### config.mk
export PLATFORM = sky130hd
export DESIGN_NAME = rate_counter
export DESIGN_NICKNAME = d
export VERILOG_FILES = /design/src/rtl/rate_counter_pkg.sv /design/src/rtl/rate_divider.sv /design/src/rtl/rate_counter.sv
export SDC_FILE = /design/constraint.sdc
export NUM_CORES = 1
export LEC_CHECK = 0
export ABC_CLOCK_PERIOD_IN_PS = 3200
export CAP_MARGIN = 20
export CORE_MARGIN = 2
export CORE_UTILIZATION = 57
export CTS_CLUSTER_DIAMETER = 30
export DETAILED_ROUTE_END_ITERATION = 8
export PLACE_DENSITY = 0.79
export SLEW_MARGIN = 30
export SYNTH_ARGS = -nofsm -noshare
export SYNTH_HDL_FRONTEND = slang
export SYNTH_SLANG_ARGS = --single-unit
### constraint.sdc
create_clock -name clock -period 3.2 [get_ports clock]
set_clock_uncertainty 0.2 [all_clocks]
set_input_delay 0.64 -clock clock [delete_from_list [all_inputs] [get_ports clock]]
set_output_delay 0.64 -clock clock [all_outputs]
set_load 0.005 [all_outputs]
### src/rtl/rate_counter_pkg.sv
// Shared types, constants and the divider period helper for rate_counter.
package rate_counter_pkg;

  localparam int unsigned DIGIT_W = 4;
  localparam int unsigned COUNT_W = 2 * DIGIT_W;
  localparam int unsigned BCD_MAX = 9;

  typedef enum logic [1:0] {
    SPEED_FULL = 2'b00,
    SPEED_1X   = 2'b01,
    SPEED_2X   = 2'b10,
    SPEED_4X   = 2'b11
  } speed_t;

  // Two-digit count payload, high digit in the upper nibble.
  typedef struct packed {
    logic [DIGIT_W-1:0] hi;
    logic [DIGIT_W-1:0] lo;
  } count_t;

  // Clock cycles between ticks for a given speed select.
  function automatic int unsigned period(input logic [1:0] speed,
                                         input int unsigned tick_base);
    int unsigned p;
    case (speed_t'(speed))
      SPEED_FULL: p = 1;
      SPEED_1X:   p = tick_base;
      SPEED_2X:   p = 2 * tick_base;
      default:    p = 4 * tick_base;
    endcase
    return p;
  endfunction

  // Limit a loaded nibble to a legal decimal digit.
  function automatic logic [DIGIT_W-1:0] bcd_clamp(input logic [DIGIT_W-1:0] d);
    return (d > DIGIT_W'(BCD_MAX)) ? DIGIT_W'(BCD_MAX) : d;
  endfunction

endpackage

### src/rtl/rate_divider.sv
// Tick-rate divider: counts enabled cycles down and strobes advance_c when
// the period expires. A reload restarts the period and suppresses the strobe.
module rate_divider
  import rate_counter_pkg::*;
#(
  parameter int unsigned TICK_BASE = 50_000_000
) (
  input  logic       clock,
  input  logic       reset,
  input  logic       enable,
  input  logic       reload,
  input  logic [1:0] speed,
  output logic       advance_c
);

  localparam int unsigned DIV_W = $clog2(4 * TICK_BASE);

  logic [DIV_W-1:0] div;
  logic [DIV_W-1:0] reload_val;

  // Speed is only looked at here, so a change lands at the next reload.
  assign reload_val = DIV_W'(period(speed, TICK_BASE) - 1);

  // Due tick: enabled, expired, and not overridden by a load.
  assign advance_c = enable && !reload && (div == '0);

  // Divider down-counter; holds while disabled.
  always_ff @(posedge clock or posedge reset) begin
    if (reset) begin
      div <= '0;
    end else if (reload) begin
      div <= reload_val;
    end else if (enable) begin
      if (div == '0) begin
        div <= reload_val;
      end else begin
        div <= div - DIV_W'(1);
      end
    end
  end

endmodule

### src/rtl/rate_counter.sv
// Two-digit rate-divided display counter feeding two hex_decoder instances.
// Define RATE_COUNTER_BCD_EN for decimal (00-99) counting; default is 8-bit hex.
module rate_counter
  import rate_counter_pkg::*;
#(
  parameter int unsigned TICK_BASE = 50_000_000
) (
  input  logic                clock,
  input  logic                reset,
  input  logic                enable,
  input  logic [1:0]          speed,
  input  logic                up,
  input  logic                load,
  input  logic [COUNT_W-1:0]  load_value,
  output logic [DIGIT_W-1:0]  digit_lo,
  output logic [DIGIT_W-1:0]  digit_hi,
  output logic                tick,
  output logic                wrap
);

  count_t count;
  count_t step_val;
  count_t load_val;
  logic   step_wrap;
  logic   advance_c;

  rate_divider #(
    .TICK_BASE (TICK_BASE)
  ) u_rate_divider (
    .clock     (clock),
    .reset     (reset),
    .enable    (enable),
    .reload    (load),
    .speed     (speed),
    .advance_c (advance_c)
  );

  assign digit_lo = count.lo;
  assign digit_hi = count.hi;

  // Next count for one step in direction up, and whether that step wrapped.
  always_comb begin
    step_val  = count;
    step_wrap = 1'b0;
    load_val  = count_t'(load_value);
`ifdef RATE_COUNTER_BCD_EN
    load_val.hi = bcd_clamp(load_value[COUNT_W-1:DIGIT_W]);
    load_val.lo = bcd_clamp(load_value[DIGIT_W-1:0]);
    if (up) begin
      if (count.lo >= DIGIT_W'(BCD_MAX)) begin
        step_val.lo = '0;
        if (count.hi >= DIGIT_W'(BCD_MAX)) begin
          step_val.hi = '0;
          step_wrap   = 1'b1;
        end else begin
          step_val.hi = count.hi + DIGIT_W'(1);
        end
      end else begin
        step_val.lo = count.lo + DIGIT_W'(1);
      end
    end else begin
      if (count.lo == '0) begin
        step_val.lo = DIGIT_W'(BCD_MAX);
        if (count.hi == '0) begin
          step_val.hi = DIGIT_W'(BCD_MAX);
          step_wrap   = 1'b1;
        end else begin
          step_val.hi = count.hi - DIGIT_W'(1);
        end
      end else begin
        step_val.lo = count.lo - DIGIT_W'(1);
      end
    end
`else
    if (up) begin
      step_val  = count_t'(COUNT_W'(count) + COUNT_W'(1));
      step_wrap = (COUNT_W'(count) == {COUNT_W{1'b1}});
    end else begin
      step_val  = count_t'(COUNT_W'(count) - COUNT_W'(1));
      step_wrap = (COUNT_W'(count) == '0);
    end
`endif
  end

  // Count register with tick/wrap pulses; load beats a due tick.
  always_ff @(posedge clock or posedge reset) begin
    if (reset) begin
      count <= '0;
      tick  <= 1'b0;
      wrap  <= 1'b0;
    end else if (load) begin
      count <= load_val;
      tick  <= 1'b0;
      wrap  <= 1'b0;
    end else if (advance_c) begin
      count <= step_val;
      tick  <= 1'b1;
      wrap  <= step_wrap;
    end else begin
      tick  <= 1'b0;
      wrap  <= 1'b0;
    end
  end

endmodule

Yosys cells after proc, flatten, opt, wreduce, memory -nomap -nowiden
Cells that the tools add are included.
Operators by class
  add/sub/neg operators: 4
  equality and inequality tests: 3
  muxes and demuxes: 12
  reduce and logical (&&, ||, !) cells: 8
Operators by type and width (count)
  2-to-1 mux 28 bit: 3
  one-hot mux 28 bit (3 select lines): 1
  subtractor 28 x 1 -> 28 bit, second input constant: 2
  logical NOT 28 bit: 1
  2-to-1 mux 8 bit: 3
  adder 8 x 1 -> 8 bit, second input constant: 1
  equality test 8 bit, second input constant: 1
  logical NOT 8 bit: 1
  subtractor 8 x 1 -> 8 bit, second input constant: 1
  2-to-1 mux 1 bit: 5
  nonzero test 2 bit: 2
  equality test 2 x 1 -> 1 bit, second input constant: 1
  equality test 2 bit, second input constant: 1
  logical AND 1 bit: 2
  logical NOT 2 bit: 1
  logical NOT 1 bit: 1
Storage, ports and cells
  bits in registers: 38
  bits of input ports: 15
  output and inout bits: 10
  logic and storage cells: 32

Longest topological paths before layout
  depth in word-level cells: 6
  mapped depth: 9
  gate-level depth less buffers: 7

Modules after synthesis
Synthesis repeated with hierarchy kept, for this count alone.
Unflattened totals
  cells, all modules: 314
  area, all modules: 2730.1 µm²
By module, submodules not included
  rate_divider: times used 1, cells each 226, area an instance 1939.4 µm², sequential area each 700.7 µm²
  rate_counter: times used 1, cells each 88, area an instance 790.8 µm², sequential area each 250.2 µm²

Worst setup path before layout
No wires, ideal clock.
  kind: reg-to-reg
  start: reg u_rate_divider.div[0]
  end: reg u_rate_divider.div[23]
  library setup time: 0.131 ns
  arrival: 2.135 ns
  required time: 2.869 ns
  setup slack: 0.733 ns
  cell stages (with the launch flop): 9
  cells stage by stage: dfrtp_1 inv_1 ha_1 nor3b_1 and4_1 clkbuf_1 a41oi_1 nor2_1 or3_1
On the way
  word-level cells in the longest chain between the ends: 4
  elaborated cells between the ends (all ways): 5
  classes of those cells: add/sub (1); mux (3); reduce/logical (1)
Ends and longest elaborated chain
  from (decl): RTL line rate_divider.sv:18  | logic [DIV_W-1:0] div;
  from (signal assigned): RTL line rate_divider.sv:32  | div <= reload_val;
  from (signal assigned): RTL line rate_divider.sv:35  | div <= reload_val;
  from (signal assigned): RTL line rate_divider.sv:37  | div <= div - DIV_W'(1);
  subtractor 28 x 1 -> 28 bit or logical NOT 28 bit (tied branches): RTL line rate_divider.sv:37, rate_divider.sv:34
  2-to-1 mux 28 bit (*): RTL line rate_divider.sv:34  | if (div == '0) begin
  2-to-1 mux 28 bit (*): RTL line rate_divider.sv:33  | end else if (enable) begin
  2-to-1 mux 28 bit (*): RTL line rate_divider.sv:31  | end else if (reload) begin
Mark *: on every way between the ends. The rest lies on a longest branch, timed or not. The select of a mux whose other input is x is not followed.
A chain may end at the register's enable or synchronous reset.

Worst setup path in the final report
  start: reg u_rate_divider.div[0]
  end: reg u_rate_divider.div[26]
The elaborated chain is that of the path after synthesis.

==> metrics.txt <==
# TYPE chip_impl_metric gauge
chip_impl_info{name="outcome",value="complete, no violations"} 1
chip_impl_metric{name="power.net_switching",unit="mW"} 0.446
chip_impl_metric{name="detail_route.wirelength",unit="mm"} 7.46
chip_impl_metric{name="drt_pass1_iterations",unit=""} 6
chip_impl_metric{name="postSynthCellCount",unit=""} 333
chip_impl_metric{name="overflow",unit=""} 0
chip_impl_info{name="timing.critical_path.max_delay_family",value="simple AND/OR/NAND/NOR gates"} 1
chip_impl_info{name="ctsRootBufferMaster",value="sky130_fd_sc_hd__clkbuf_8"} 1
chip_impl_metric{name="drt_drc_violations_left",unit=""} 0
chip_impl_metric{name="final.period_utilization",unit="%"} 88.2
chip_impl_metric{name="post_layout_nonfiller_instances",unit=""} 430
chip_impl_metric{name="critical_path_peak_fanout",unit=""} 7
chip_impl_metric{name="yosys_register_bits",unit=""} 38
chip_impl_metric{name="placed_cell_areas",unit="um2"} 3220
chip_impl_metric{name="drt.antenna.violating_nets",unit=""} 0
chip_impl_info{name="cp_slowest_cell",value="sky130_fd_sc_hd__or4b_2"} 1
chip_impl_metric{name="fmax",unit="GHz"} 0.354
chip_impl_metric{name="design.die.area",unit="um2"} 5580
chip_impl_metric{name="p_int",unit="mW"} 0.889
chip_impl_metric{name="p_leak",unit="nW"} 1.28
chip_impl_metric{name="avgRoutedWirePerCell",unit="um"} 17.4
chip_impl_metric{name="final_layout_size_suffix_gt1_share",unit="%"} 12.1
chip_impl_metric{name="power.share.switching",unit="%"} 33.4
chip_impl_info{name="synth_top_family_by_area",value="simple AND/OR/NAND/NOR gates"} 1
chip_impl_metric{name="grt_max_degree",unit=""} 39
chip_impl_metric{name="routed_vias",unit=""} 2768
chip_impl_metric{name="die_h",unit="um"} 74.7
chip_impl_metric{name="detail_route.iter0.violations",unit=""} 182
chip_impl_metric{name="finalSetupViolations",unit=""} 0
chip_impl_metric{name="synth-compound-area-share",unit="%"} 19.8
chip_impl_info{name="cp-end-kind",value="flip-flop"} 1
chip_impl_metric{name="yosysSeqAreaShare",unit="%"} 33.4
chip_impl_metric{name="synth_nets",unit=""} 362
chip_impl_metric{name="synth_enable_flop_cells",unit=""} 0
chip_impl_metric{name="final-max-slew-violation-count",unit=""} 0
chip_impl_metric{name="tritoncts.num_buffers",unit=""} 5
chip_impl_metric{name="syn-cell-area",unit="um2"} 2850
chip_impl_info{name="rsz0062_at_grt",value="false"} 1
chip_impl_metric{name="fp.coreArea",unit="um2"} 4790
chip_impl_metric{name="initial_utilization",unit="%"} 59.5
chip_impl_metric{name="seq_power_share",unit="%"} 45.7
chip_impl_metric{name="antennaDiodeCount",unit=""} 0
chip_impl_metric{name="crit_buf_inv",unit=""} 1
chip_impl_metric{name="cp_slowest_stage_delay",unit="ps"} 730
chip_impl_metric{name="placement.io_buffers",unit=""} 24
chip_impl_metric{name="critPathArrivalTime",unit="ps"} 2810
chip_impl_metric{name="synth-adder-area-share",unit="%"} 6.41
chip_impl_metric{name="via_per_instance_ratio",unit=""} 6.44
chip_impl_metric{name="synth.lib_cells_used.distinct",unit=""} 59
chip_impl_metric{name="yosysWarningCount",unit=""} 0
chip_impl_metric{name="first_global_vias",unit=""} 2633
chip_impl_metric{name="maxCapViolCount",unit=""} 0
chip_impl_metric{name="finalHoldViolations",unit=""} 0
chip_impl_metric{name="detailedPlacementHpwl",unit="mm"} 5.44
chip_impl_metric{name="share_comb_of_total_power",unit="%"} 30.7
chip_impl_metric{name="post_synth_xor_xnor_area",unit="%"} 2.15
chip_impl_info{name="hp-class",value="reg -> reg"} 1
chip_impl_metric{name="tightest_slew",unit="ps"} 592
chip_impl_metric{name="ios",unit=""} 25
chip_impl_metric{name="cts.sinks",unit=""} 38
chip_impl_metric{name="ys_async_sr_fraction",unit="%"} 100
chip_impl_metric{name="cts_htree_levels",unit=""} 2
chip_impl_metric{name="clock_latency_on_the_worst_skew_pair",unit="ps"} 290
chip_impl_metric{name="vdd_drop_max",unit="mV"} 0.313
chip_impl_metric{name="nets",unit=""} 392
chip_impl_metric{name="gpl.final_weighted_congestion",unit=""} 0.944
chip_impl_info{name="tritoncts",value="built"} 1
chip_impl_metric{name="timing.final.crit_period",unit="ps"} 2820
chip_impl_info{name="timing.setup.critical_path_class",value="reg -> reg"} 1
chip_impl_metric{name="max-slew-margin-rel",unit="%"} 60.0
chip_impl_metric{name="ctsLongestPathBuffers",unit=""} 2
chip_impl_metric{name="fp.dieW",unit="um"} 74.7
chip_impl_metric{name="post_cts_resize_count",unit=""} 0
chip_impl_metric{name="flow.area_growth_from_synthesis",unit="%"} 15.7
chip_impl_metric{name="yosys-mux-area-fraction",unit="%"} 3.34
chip_impl_metric{name="post_synth.cell_area_avg",unit="um2"} 8.56
chip_impl_metric{name="groute.usage.overall",unit="%"} 29.1
chip_impl_metric{name="initial_antenna_violation_count",unit=""} 0
chip_impl_metric{name="yosys.area_share.simple",unit="%"} 30.2
chip_impl_metric{name="layout.cell_area.non_filler",unit="um2"} 3300
chip_impl_metric{name="post-place-cells",unit=""} 423
chip_impl_metric{name="power_frac_clock",unit="%"} 23.6
chip_impl_metric{name="cts_hold_repair.buffers",unit=""} 0
chip_impl_metric{name="post-cts-setup-buffers",unit=""} 0
chip_impl_info{name="crit_chain",value="inv_1, ha_1, or4b_2, nor2_1, nand4_1, mux2_2, o22a_1"} 1
chip_impl_metric{name="grt_pass1_wl",unit="mm"} 12.4
chip_impl_metric{name="critPathRequiredTime",unit="ps"} 3180
chip_impl_metric{name="fill_cells",unit=""} 406
chip_impl_metric{name="rows",unit=""} 25
chip_impl_metric{name="tns",unit="ps"} 0
chip_impl_metric{name="worst_setup_hold_path_clk_slew",unit="ps"} 70
chip_impl_info{name="setup.worst_path.start_class",value="flip-flop"} 1
chip_impl_metric{name="power_density",unit="nW/um2"} 405
chip_impl_info{name="synth-main-ff-cell",value="sky130_fd_sc_hd__dfrtp_1"} 1
==> Yosys cell counts, drive strengths merged (4+ instances only) <==
cell | instances | share of area [%]
a211o | 8 | 2.5
a21oi | 14 | 2.5
buf | 6 | 1.3
clkbuf | 12 | 1.6
dfrtp | 38 | 33
ha | 13 | 5.7
inv | 14 | 1.8
mux2 | 4 | 1.6
mux2i | 5 | 1.8
nand2 | 20 | 2.6
nand3 | 8 | 1.4
nand4 | 9 | 2.0
nand4b | 4 | 1.2
nor2 | 25 | 3.3
nor3 | 19 | 3.5
nor3b | 6 | 1.6
nor4 | 15 | 3.7
o21ai | 27 | 4.7
o22ai | 7 | 1.5
or2 | 7 | 1.5
or3 | 12 | 3.0
or4 | 7 | 1.8
xnor2 | 5 | 1.5
==> sequential cells by signal, summed over array words and instances (netlist names) <==
register,flops
tick,1
digit_hi,4
wrap,1
digit_lo,4
u_rate_divider.div,28
==> area by class of cell <==
class / instances / area [um2] / area share (%)
clock buffers: 7 / 76.3 / 2.32
inverters: 14 / 52.6 / 1.59
multi-input cells: 263 / 1760 / 53.5
flip-flops and latches: 38 / 951 / 28.9
well taps: 67 / 83.8 / 2.54
repair buffers: 41 / 368 / 11.2
==> per-stage QoR <==
stage / worst slack (ps) / util (%) / total power, mW / hold slack (ps)
floorplan: 733 / - / 0.878 / 270
global placement: 296 / 67.3 / 1.01 / 291
detailed placement: 240 / 67.3 / 1.02 / 302
CTS: 397 / 68.9 / 1.33 / 318
global route: 251 / 68.9 / 1.41 / 348
finish: 378 / 68.9 / 1.34 / 315
==> final timing paths <==
| kind | startpoint | endpoint | slack [ps] | cells past startpoint |
|---|---|---|---|---|
| max in group asynchronous | reset | u_rate_divider.div[16] | 1860 | 3 |
| setup / recovery | u_rate_divider.div[0] | u_rate_divider.div[26] | 380 | 7 |
| hold / removal | u_rate_divider.div[1] | u_rate_divider.div[1] | 310 | 2 |
| min in group asynchronous | reset | u_rate_divider.div[2] | 570 | 3 |
| setup reg to reg | u_rate_divider.div[0] | u_rate_divider.div[26] | 380 | 7 |
| hold reg to reg | u_rate_divider.div[1] | u_rate_divider.div[1] | 310 | 2 |
==> metal layers <==
metal / GRT usage, % / up-vias / part of all wire, %
li1: - / 1321 / -
met4: 13.7 / 0 / 3.3
met5: 0 / - / 0
met3: 5.09 / 19 / 6.3
met2: 46.8 / 124 / 47
met1: 38.4 / 1304 / 43
==> logic make-up (layout without fill, tap and decap cells) <==
| kind of cell | Yosys count | in the layout |
|---|---|---|
| AND/OR/NAND/NOR | 149 | 149 |
| AO/OA/AOI/OAI | 84 | 84 |
| flip-flops | 38 | 38 |
| buffers and inverters | 32 | 62 |
| adder cells (fa/ha/maj) | 14 | 14 |
| multiplexers | 9 | 9 |
| XOR/XNOR | 7 | 7 |
==> power groups by stage <==
stage / logic [mW] / clock network, mW / registers [mW]
2_1_floorplan: 0.278 / 0 / 0.599
3_3_place_gp: 0.391 / 0 / 0.616
3_5_place_dp: 0.406 / 0 / 0.617
4_1_cts: 0.408 / 0.318 / 0.609
5_1_grt: 0.457 / 0.337 / 0.619
6_report: 0.409 / 0.315 / 0.611
==> worst register-to-register path, delay by kind of cell (launching register included) <==
kind,cells,cell delay (ps)
simple gates,3,1320
flops,1,410
mux,1,290
fa+ha+maj,1,210
compound gates,1,190
buf+inv,1,90
==> layout by cell type (no fill, tap or decap), types with 6 or more instances in the layout <==
cell	Yosys	routed
sky130_fd_sc_hd__dfrtp_1	38	38
sky130_fd_sc_hd__o21ai_0	27	27
sky130_fd_sc_hd__nor2_1	25	25
sky130_fd_sc_hd__clkdlybuf4s50_1	0	24
sky130_fd_sc_hd__nand2_1	20	20
sky130_fd_sc_hd__nor3_1	18	18
sky130_fd_sc_hd__buf_4	0	17
sky130_fd_sc_hd__a21oi_1	14	14
sky130_fd_sc_hd__inv_1	14	14
sky130_fd_sc_hd__nor4_1	13	13
sky130_fd_sc_hd__ha_1	13	13
sky130_fd_sc_hd__or3_1	10	10
sky130_fd_sc_hd__nand4_1	9	9
sky130_fd_sc_hd__nand3_1	8	8
sky130_fd_sc_hd__a211o_1	8	8
sky130_fd_sc_hd__or2_2	7	7
sky130_fd_sc_hd__o22ai_1	7	7
sky130_fd_sc_hd__or4_1	7	7
sky130_fd_sc_hd__nor3b_1	6	6
Power figures use the tool's default switching activity.
